==> config.mk <==
export PLATFORM = sky130hd
export DESIGN_NAME = auction_award_ctrl
export DESIGN_NICKNAME = d
export VERILOG_FILES = /design/src/rtl/auction_award_ctrl.sv
export SDC_FILE = /design/constraint.sdc
export NUM_CORES = 1
export LEC_CHECK = 0
export ABC_AREA = 0
export BUFFER_PORTS_ARGS = -buffer_cell sky130_fd_sc_hd__buf_2
export CORE_MARGIN = 4
export CORE_UTILIZATION = 35
export CTS_CLUSTER_DIAMETER = 50
export CTS_CLUSTER_SIZE = 16
export DETAILED_ROUTE_END_ITERATION = 8
export SYNTH_ARGS = -nofsm -noshare
export SYNTH_HDL_FRONTEND = slang
export SYNTH_SLANG_ARGS = --single-unit
==> constraint.sdc <==
create_clock -name clk -period 10.8 [get_ports clk]
set_clock_uncertainty 0.15 [all_clocks]
set_input_delay 0.54 -clock clk [delete_from_list [all_inputs] [get_ports clk]]
set_output_delay 0.54 -clock clk [all_outputs]
set_load 0.02 [all_outputs]
==> src/rtl/auction_award_ctrl.sv <==
// Auction round controller: collects up to N bids, scans them one per cycle
// for the highest bid (lowest index on ties) and issues one award handshake.
module auction_award_ctrl #(
  parameter int unsigned bW      = 17,
  parameter int unsigned N       = 10,
  parameter int unsigned TIMEOUT = 64
) (
  input  logic          clk,
  input  logic          reset,
  input  logic          round_start,
  input  logic          bid_valid,
  output logic          bid_ready,
  input  logic [3:0]    bid_id,
  input  logic [bW-1:0] bid_value,
  output logic          bid_err,
  output logic          award_valid,
  input  logic          award_ready,
  output logic [3:0]    award_id,
  output logic [bW-1:0] award_value,
  output logic          award_none,
  output logic          busy
);

  localparam int unsigned IW = 4;
  localparam int unsigned TW = (TIMEOUT > 1) ? $clog2(TIMEOUT) : 1;

  typedef enum logic [1:0] {S_IDLE, S_COLLECT, S_SCAN, S_AWARD} state_t;

  state_t          r_state;
  logic [bW-1:0]   r_bids [N];
  logic [N-1:0]    r_mask;
  logic [TW-1:0]   r_timer;
  logic [IW-1:0]   r_scan_idx;
  logic            r_best_valid;
  logic [IW-1:0]   r_best_id;
  logic [bW-1:0]   r_best_value;
  logic            r_bid_ready;
  logic            r_bid_err;
  logic            r_award_valid;
  logic [IW-1:0]   r_award_id;
  logic [bW-1:0]   r_award_value;
  logic            r_award_none;
  logic            r_busy;

  logic [N-1:0]    w_id_onehot;
  logic            w_in_range;
  logic            w_dup;
  logic            w_accept;
  logic            w_reject;
  logic            w_mask_full;
  logic            w_timeout;
  logic [bW-1:0]   w_cur_val;
  logic            w_cur_hit;
  logic            w_take;
  logic            w_final_valid;
  logic [IW-1:0]   w_final_id;
  logic [bW-1:0]   w_final_value;

  assign w_id_onehot = N'(1) << bid_id;
  assign w_in_range  = ({1'b0, bid_id} < 5'(N));
  assign w_dup       = |(r_mask & w_id_onehot);
  assign w_accept    = r_bid_ready & bid_valid & w_in_range & ~w_dup;
  assign w_reject    = r_bid_ready & bid_valid & ~w_accept;
  assign w_mask_full = &(r_mask | (w_accept ? w_id_onehot : '0));
  assign w_timeout   = (r_timer == TW'(TIMEOUT - 1));

  // Select the entry under the scan pointer
  always_comb begin
    w_cur_val = '0;
    w_cur_hit = 1'b0;
    for (int unsigned i = 0; i < N; i++) begin
      if (r_scan_idx == IW'(i)) begin
        w_cur_val = r_bids[i];
        w_cur_hit = r_mask[i];
      end
    end
  end

  // Strict greater-than keeps the earliest index on equal bids
  assign w_take        = w_cur_hit & (~r_best_valid | (w_cur_val > r_best_value));
  assign w_final_valid = r_best_valid | w_take;
  assign w_final_id    = w_take ? r_scan_idx : r_best_id;
  assign w_final_value = w_take ? w_cur_val  : r_best_value;

  // Bid storage; validity lives in r_mask, so no reset is needed here
  always_ff @(posedge clk) begin
    for (int unsigned i = 0; i < N; i++) begin
      if (w_accept && w_id_onehot[i]) r_bids[i] <= bid_value;
    end
  end

  always_ff @(posedge clk) begin
    if (reset) begin
      r_state       <= S_IDLE;
      r_mask        <= '0;
      r_timer       <= '0;
      r_scan_idx    <= '0;
      r_best_valid  <= 1'b0;
      r_best_id     <= '0;
      r_best_value  <= '0;
      r_bid_ready   <= 1'b0;
      r_bid_err     <= 1'b0;
      r_award_valid <= 1'b0;
      r_award_id    <= '0;
      r_award_value <= '0;
      r_award_none  <= 1'b0;
      r_busy        <= 1'b0;
    end else begin
      r_bid_err <= w_reject;
      case (r_state)
        S_IDLE: begin
          if (round_start) begin
            r_state     <= S_COLLECT;
            r_mask      <= '0;
            r_timer     <= '0;
            r_bid_ready <= 1'b1;
            r_busy      <= 1'b1;
          end
        end
        S_COLLECT: begin
          r_timer <= r_timer + TW'(1);
          if (w_accept) r_mask <= r_mask | w_id_onehot;
          if (w_mask_full || w_timeout) begin
            r_state      <= S_SCAN;
            r_bid_ready  <= 1'b0;
            r_scan_idx   <= '0;
            r_best_valid <= 1'b0;
            r_best_id    <= '0;
            r_best_value <= '0;
          end
        end
        S_SCAN: begin
          r_best_valid <= w_final_valid;
          r_best_id    <= w_final_id;
          r_best_value <= w_final_value;
          if (r_scan_idx == IW'(N - 1)) begin
            r_state       <= S_AWARD;
            r_award_valid <= 1'b1;
            r_award_none  <= ~w_final_valid;
            r_award_id    <= w_final_valid ? w_final_id : '0;
            r_award_value <= w_final_valid ? w_final_value : '0;
          end else begin
            r_scan_idx <= r_scan_idx + IW'(1);
          end
        end
        S_AWARD: begin
          if (award_ready) begin
            r_state       <= S_IDLE;
            r_award_valid <= 1'b0;
            r_award_id    <= '0;
            r_award_value <= '0;
            r_award_none  <= 1'b0;
            r_busy        <= 1'b0;
          end
        end
        default: r_state <= S_IDLE;
      endcase
    end
  end

  assign bid_ready   = r_bid_ready;
  assign bid_err     = r_bid_err;
  assign award_valid = r_award_valid;
  assign award_id    = r_award_id;
  assign award_value = r_award_value;
  assign award_none  = r_award_none;
  assign busy        = r_busy;

endmodule

==> out/qor.txt, run 1 <==
R2R cell count -> 16
Number of synthesized flops with an enable pin -> 170
Cts bufs inserted -> 25
Largest net degree at the start of global routing -> 29
Total Neg Setup Slack -> 0 ns
RSZ-0062 raised after global routing -> false
Antenna-violating nets left -> 0
Reg2reg start -> r_scan_idx[2]
Number of global-route vias before repair -> 6777
Sequential share of the synthesized area -> 63.52%
Mapped cell area -> 0.01024 sq mm
Critical path type -> flop to flop
# setup viols final -> 0
GP Congestion -> 0.8157
Ys Warns -> 0
CORE AREA -> 0.02878 sq mm
Commonest non-fill, non-tap cell in the layout -> edfxtp_1
Setup crit start kind -> flop
CP arrival -> 5.98 ns
Die Height -> 179.1 microns
H-tree Lvls -> 1
Syn Nets -> 899
Clock Latency Late Sink -> 0.53 ns
Cell Area, Placed -> 0.01094 sq mm
Syn avg cell area -> 12.11 sq um
Commonest non-fill, non-tap cells in the layout -> 170 x edfxtp_1, 70 x dfxtp_1, 68 x nor2_1
Post-route design area -> 0.01177 sq mm
RR Endpoint -> r_best_value[0]
Reg-to-reg slack, setup -> 5.11 ns
Vias/cell -> 5.418
Final worst-path setup slack -> 5.109 ns
Post-CTS Hold Buffers -> 0
Residual overflow from global routing -> 0
MaxCap Viol Count -> 0
# IOs -> 52
Fillcell total -> 2658
Post-synthesis register bit count -> 240
Critical Path RT -> 11.09 ns
Slew HR -> 20.45%
Top FF cell, synth -> edfxtp_1
Simple-gate share of the synthesized area -> 10.97%
XOR/XNOR Fraction of Synth Area -> 0.3420%
Hold WC Path Type -> input port to flop
Vias -> 7005
Ys async rst share -> 0%
Place WS -> 5.029 ns
Die Width -> 179.1 microns
Initial core utilization -> 35.59%
Worst-margin pin slew -> 1.188 ns
Leak -> 4.000 nW
Residual DRC count -> 0
Share of layout cells above drive strength 1 -> 15.29%
Final Power -> 2.252 mW
Largest family of logic cells by synthesized area -> compound AO/OA/AOI/OAI gates
Finished Core Util -> 40.88%
Crit. End Element -> flop
Setup bufs post-CTS -> 0
Die footprint -> 0.03207 sq mm
Row cnt -> 62
Final WL -> 25060 microns
Multiplexer share of the synthesized area -> 0.6229%
DP HPWL -> 15820 microns
Adder-cell share of the synthesized area -> 3.298%
Crit path launch -> r_scan_idx[2]
Total Nets Final -> 943
Clock Sinks -> 240
Synth Instances -> 846
CTS tree -> done
Worst-path maximum fanout -> 22
Root buffer cell -> clkbuf_16
Initial antenna violation count -> 3
# resized after CTS -> 0
Synth Area in Compound Gates -> 17.41%
Tot GR Track Use -> 15.51%
Post-synthesis cell type count -> 70
Peak Freq -> 0.1757 GHz
WL/cell -> 19.38 microns
Layout area overhead -> 14.87%
First-pass GRT wire length -> 38900 microns
Fin crit period -> 5.691 ns
CTS max path bufs -> 3
Last element of the critical path -> r_best_value[0]
Final period util -> 52.70%
Pwr Density -> 191.4 mW/mm^2
DRT iter0 DRCs -> 593
IO buf count -> 51
1st-pass router iterations -> 5
Outcome -> completed
Antenna diodes -> 0
CTS clock-pin slew for the worst setup and hold paths -> 0.07 ns
Fin. Hold Viols -> 0
Max-slew violation count -> 0
VDD IR max -> 0.1255 mV
-- state kept, by name (all words and copies together) (netlist names), 2 cells and up --
signal / flops
award_value: 17
r_mask: 10
r_scan_idx: 4
r_timer: 6
r_bids: 170
award_id: 4
r_state: 2
r_best_id: 4
r_best_value: 17
-- how the worst min path moves through the flow --
stage               depth (start not counted)     startpoint             to
floorplan                                   1   r_best_id[0]   r_best_id[0]
CTS                                         1  bid_value[15]  r_bids[8][15]
global placement                            1   r_best_id[3]   r_best_id[3]
global route                                1  bid_value[15]  r_bids[8][15]
finish                                      1  bid_value[15]  r_bids[8][15]
detailed placement                          1   r_best_id[3]   r_best_id[3]
-- power by group --
group	switching (mW)	internal [mW]
sequential	0.0144	1.00
clock	0.369	0.489
combinational	0.250	0.129
-- stage by stage --
| stage | std cells | hold WS [ns] |
|---|---|---|
| 2_1_floorplan | 846 | 0.2864 |
| 3_3_place_gp | 1247 | 0.3012 |
| 3_5_place_dp | 1247 | 0.3039 |
| 4_1_cts | 1293 | 0.1401 |
| 5_1_grt | 1293 | 0.1580 |
| 6_report | 1293 | 0.1640 |
-- area by class of cell --
type,count,area [sq um],area share [%]
sequential,240,6506,55.30
multi-input combinational,509,3403,28.92
clock buffer,28,646.9,5.498
tap,384,480.5,4.083
timing repair buffer,67,375.4,3.190
clock inverter,18,177.7,1.510
inverter,47,176.4,1.499
-- cell usage after synthesis (8+ instances only) --
cell / n / area share [%]
a21oi_1: 38 / 1.9
a221oi_1: 19 / 1.6
a22o_1: 17 / 1.5
a22oi_1: 40 / 2.9
a31oi_1: 24 / 1.5
clkbuf_1: 42 / 1.5
dfxtp_1: 70 / 14
edfxtp_1: 170 / 50
ha_1: 27 / 3.3
inv_1: 47 / 1.7
nand2_1: 59 / 2.2
nand3_1: 14 / 0.68
nor2_1: 68 / 2.5
nor3_1: 8 / 0.39
o21ai_0: 29 / 1.4
o22ai_1: 17 / 1.0
o2bb2ai_1: 19 / 1.6
or3_1: 17 / 1.0
-- cells by family (layout without fill, tap and decap cells) --
kind of cell             after synthesis  count (layout)
XOR/XNOR                               4               4
multiplexers                           6               6
adder cells (fa/ha/maj)               27              27
flip-flops                           240             240
AND/OR/NAND/NOR                      223             223
buffers and inverters                 97             160
AO/OA/AOI/OAI                        249             249
-- critical path, cell delays in order, from the launching register on --
cell and delay [ns]:
dfxtp_1 0.59, nor2b_1 0.33, and3b_1 0.80, a22oi_1 0.15
a31oi_1 0.29, nor2_1 0.12, inv_1 0.07, ha_1 0.24
a21oi_1 0.14, a21oi_1 0.08, a211oi_1 0.28, o21ai_0 0.16
o211ai_1 0.95, buf_4 0.39, nand2_1 0.12, a31oi_4 0.55
o2bb2ai_1 0.17
-- layer usage --
layer,routed length [microns],vias up,track usage (%)
met5,34,-,0
met3,1533,38,3.205
met4,490,6,3.454
met2,11750,177,25.55
li1,-,3350,-
met1,11250,3434,21.18
Power figures use the tool's default switching activity.
==> inputs of run 2 (changes only) <==
==> constraint.sdc (replaced) <==
create_clock -name clk -period 5.6 [get_ports clk]
set_clock_uncertainty 0.15 [all_clocks]
set_input_delay 0.28 -clock clk [delete_from_list [all_inputs] [get_ports clk]]
set_output_delay 0.28 -clock clk [all_outputs]
set_load 0.02 [all_outputs]
==> run 2 against run 1 <==
Net effect:
- first-iteration DRC count shrank 3.9%
- power is 100% higher
- sequential share of layout area down 1.8 points
- maximum frequency increased by 17%
- die area is the same
- clock power increased by 110%
- core utilization grew 1.4 points
- via count grew 2.7%
- critical path depth fell by 1
- non-clock buffer count rose by 28
- largest cell class unchanged
==> out/qor.txt, run 2 (synthesis gave the netlist of run 1 again) <==
Outcome -> completed
GP Congestion -> 0.8170 (+0.16%)
IO buf count -> 51 (unchanged)
Max-slew violation count -> 0 (unchanged)
Row cnt -> 62 (unchanged)
Number of global-route vias before repair -> 6936 (+2.3%)
MaxCap Viol Count -> 0 (unchanged)
Peak Freq -> 0.2052 GHz (+17%)
CP peak stage delay -> 0.78 ns (-0.17 ns)
# IOs -> 52 (unchanged)
Total Nets Final -> 975 (+3.4%)
Cell mode on critical path -> a21oi_1
Sequential share of power -> 43.1% (-2.0 points)
Share of layout cells above drive strength 1 -> 16.31% (+1.0 points)
Die Height -> 179.1 microns (unchanged)
Tot GR Track Use -> 15.91% (+0.40 points)
1st-pass router iterations -> 4 (-1)
First-pass GRT wire length -> 39720 microns (+2.1%)
Internal power -> 3.194 mW (+97%)
Die Width -> 179.1 microns (unchanged)
Combinational Power Share -> 16.6% (-0.2 points)
Largest net degree at the start of global routing -> 29 (unchanged)
Total Neg Setup Slack -> 0 ns (unchanged)
Pwr Density -> 372.9 mW/mm^2 (+95%)
CTS max path bufs -> 3 (unchanged)
Commonest non-fill, non-tap cells in the layout -> 170 x edfxtp_1, 70 x dfxtp_1, 68 x nor2_1
Final worst-path setup slack -> 0.7261 ns (-4.382 ns)
Vias -> 7196 (+2.7%)
# setup viols final -> 0 (unchanged)
Hold WC Path Type -> input port to flop
Commonest non-fill, non-tap cell in the layout -> edfxtp_1
Residual overflow from global routing -> 0 (unchanged)
Area taken by multi-input logic gates -> 0.003400 sq mm (-0.11%)
Clock Sinks -> 240 (unchanged)
Layout area overhead -> 18.74%
Root buffer cell -> clkbuf_16
Fin crit period -> 4.874 ns (-0.8176 ns)
DP HPWL -> 15800 microns (-0.14%)
Slew HR -> 33.02% (+13 points)
Die footprint -> 0.03207 sq mm (unchanged)
CTS clock-pin slew for the worst setup and hold paths -> 0.06 ns (about the same)
H-tree Lvls -> 1 (unchanged)
Vias/cell -> 5.415 (about the same)
Leak -> 4.174 nW (+4.4%)
Place WS -> 0.7284 ns (-4.301 ns)
DRT iter0 DRCs -> 570 (-3.9%)
Setup crit start kind -> flop
Critical Path, Cell by Cell -> nor2b_1 -> and2_1 -> a22oi_1 -> a31oi_1 -> nor2_1 -> inv_1 -> ha_1 -> a21oi_1 -> a21oi_1 -> a211oi_1 -> o21ai_0 -> o211ai_1 -> nand2_1 -> a31oi_4 -> o2bb2ai_1
CTS tree -> done
CORE AREA -> 0.02878 sq mm (unchanged)
Residual DRC count -> 0 (unchanged)
Crit. End Element -> flop
# resized after CTS -> 0 (unchanged)
Finished Core Util -> 42.26% (+1.4 points)
CP arrival -> 5.19 ns (-0.79 ns)
Initial antenna violation count -> 2 (-1)
Cts bufs inserted -> 29 (+16%)
Critical path type -> flop to flop
Clock Latency Late Sink -> 0.55 ns (+0.02 ns)
RSZ-0062 raised after global routing -> false
Register area -> 0.006506 sq mm (unchanged)
Sw Pwr -> 1.341 mW (+110%)
Final period util -> 87.03% (+34 points)
Clock Power Share -> 40.2% (+2.1 points)
Initial core utilization -> 35.59% (unchanged)
Fin. Hold Viols -> 0 (unchanged)
Fillcell total -> 2647 (-0.41%)
VDD IR max -> 0.2279 mV (+82%)
Final WL -> 25780 microns (+2.9%)
WL/cell -> 19.40 microns (about the same)
Worst-margin pin slew -> 1.005 ns (-0.1834 ns)
Reg with most FFs -> r_bids
Slowest cell on crit path -> and2_1
Largest register FFs -> 170 (unchanged)
Critical Path RT -> 5.92 ns (-5.17 ns)
Antenna-violating nets left -> 0 (unchanged)
Worst-path maximum fanout -> 17 (-23%)
Fraction of power spent switching nets -> 29.57% (+1.4 points)
## run 2: changes by cell type in the layout (fill, tap and decap cells not counted), moves of 2 or more
cell	delta
clkinv_2	-4
inv_8	+5
inv_6	-4
clkbuf_16	+4
buf_4	+8
dlygate4sd3_1	+20
bufinv_16	-2
clkinvlp_4	+2
clkinv_4	+4
clkinv_8	+3
## run 2: area by class of cell
| cell class | instances | share of cell area, % |
|---|---|---|
| diodes | 1 | 0.02057 |
| clock buffers | 31 | 6.028 |
| clock inverters | 22 | 1.883 |
| inverters | 47 | 1.450 |
| multi-input cells | 509 | 27.95 |
| flip-flops and latches | 240 | 53.49 |
| well taps | 384 | 3.950 |
| repair buffers | 95 | 5.226 |
## run 2: path summary, 6_finish.rpt
| kind | from | cells after the start | slack, ns | to |
|---|---|---|---|---|
| worst max-delay path | r_scan_idx[2] | 15 | 0.73 | r_best_value[6] |
| worst min-delay path | reset | 2 | 0.02 | award_id[2] |
| worst max register to register | r_scan_idx[2] | 15 | 0.73 | r_best_value[6] |
| worst min register to register | r_best_id[3] | 1 | 0.32 | r_best_id[3] |
## run 2: metal layers
metal	wire length [microns]	vias to the layer above	GRT usage, %
met4	529	2	4.381
met1	11240	3521	22.05
met2	12280	226	26.20
li1	-	3402	-
met3	1714	45	2.278
met5	13	-	0
## run 2: worst max-delay path: cells and delay by family (launching register included)
family | cells | cell delay [ns]
fa+ha+maj | 1 | 0.24
compound gates | 9 | 2.39
flops | 1 | 0.57
simple gates | 4 | 1.39
buf+inv | 1 | 0.06
## run 2: metrics by stage
stage	hold slack [ns]	instance area [sq um]	instances	power (mW)
floorplan	0.2289	10240	846	2.513
global placement	0.2959	11000	1255	2.726
detailed placement	0.3059	11000	1255	2.737
CTS	0.009549	12160	1328	4.573
global route	0.02861	12160	1329	4.756
finish	0.02401	12160	1329	4.536
## run 2: what timing repair did
action | in CTS | in global routing
endpoints found under the hold margin | 173 | 0
hold buffers | 20 | 0
setup buffers | 0 | 0
## run 2: power by group through the flow
| stage | sequential [mW] | clock, mW | combinational [mW] |
|---|---|---|---|
| floorplan | 2.00 | 0 | 0.518 |
| global placement | 1.99 | 0 | 0.731 |
| detailed placement | 2.00 | 0 | 0.741 |
| CTS | 1.96 | 1.86 | 0.757 |
| global route | 1.96 | 1.95 | 0.849 |
| finish | 1.96 | 1.82 | 0.755 |
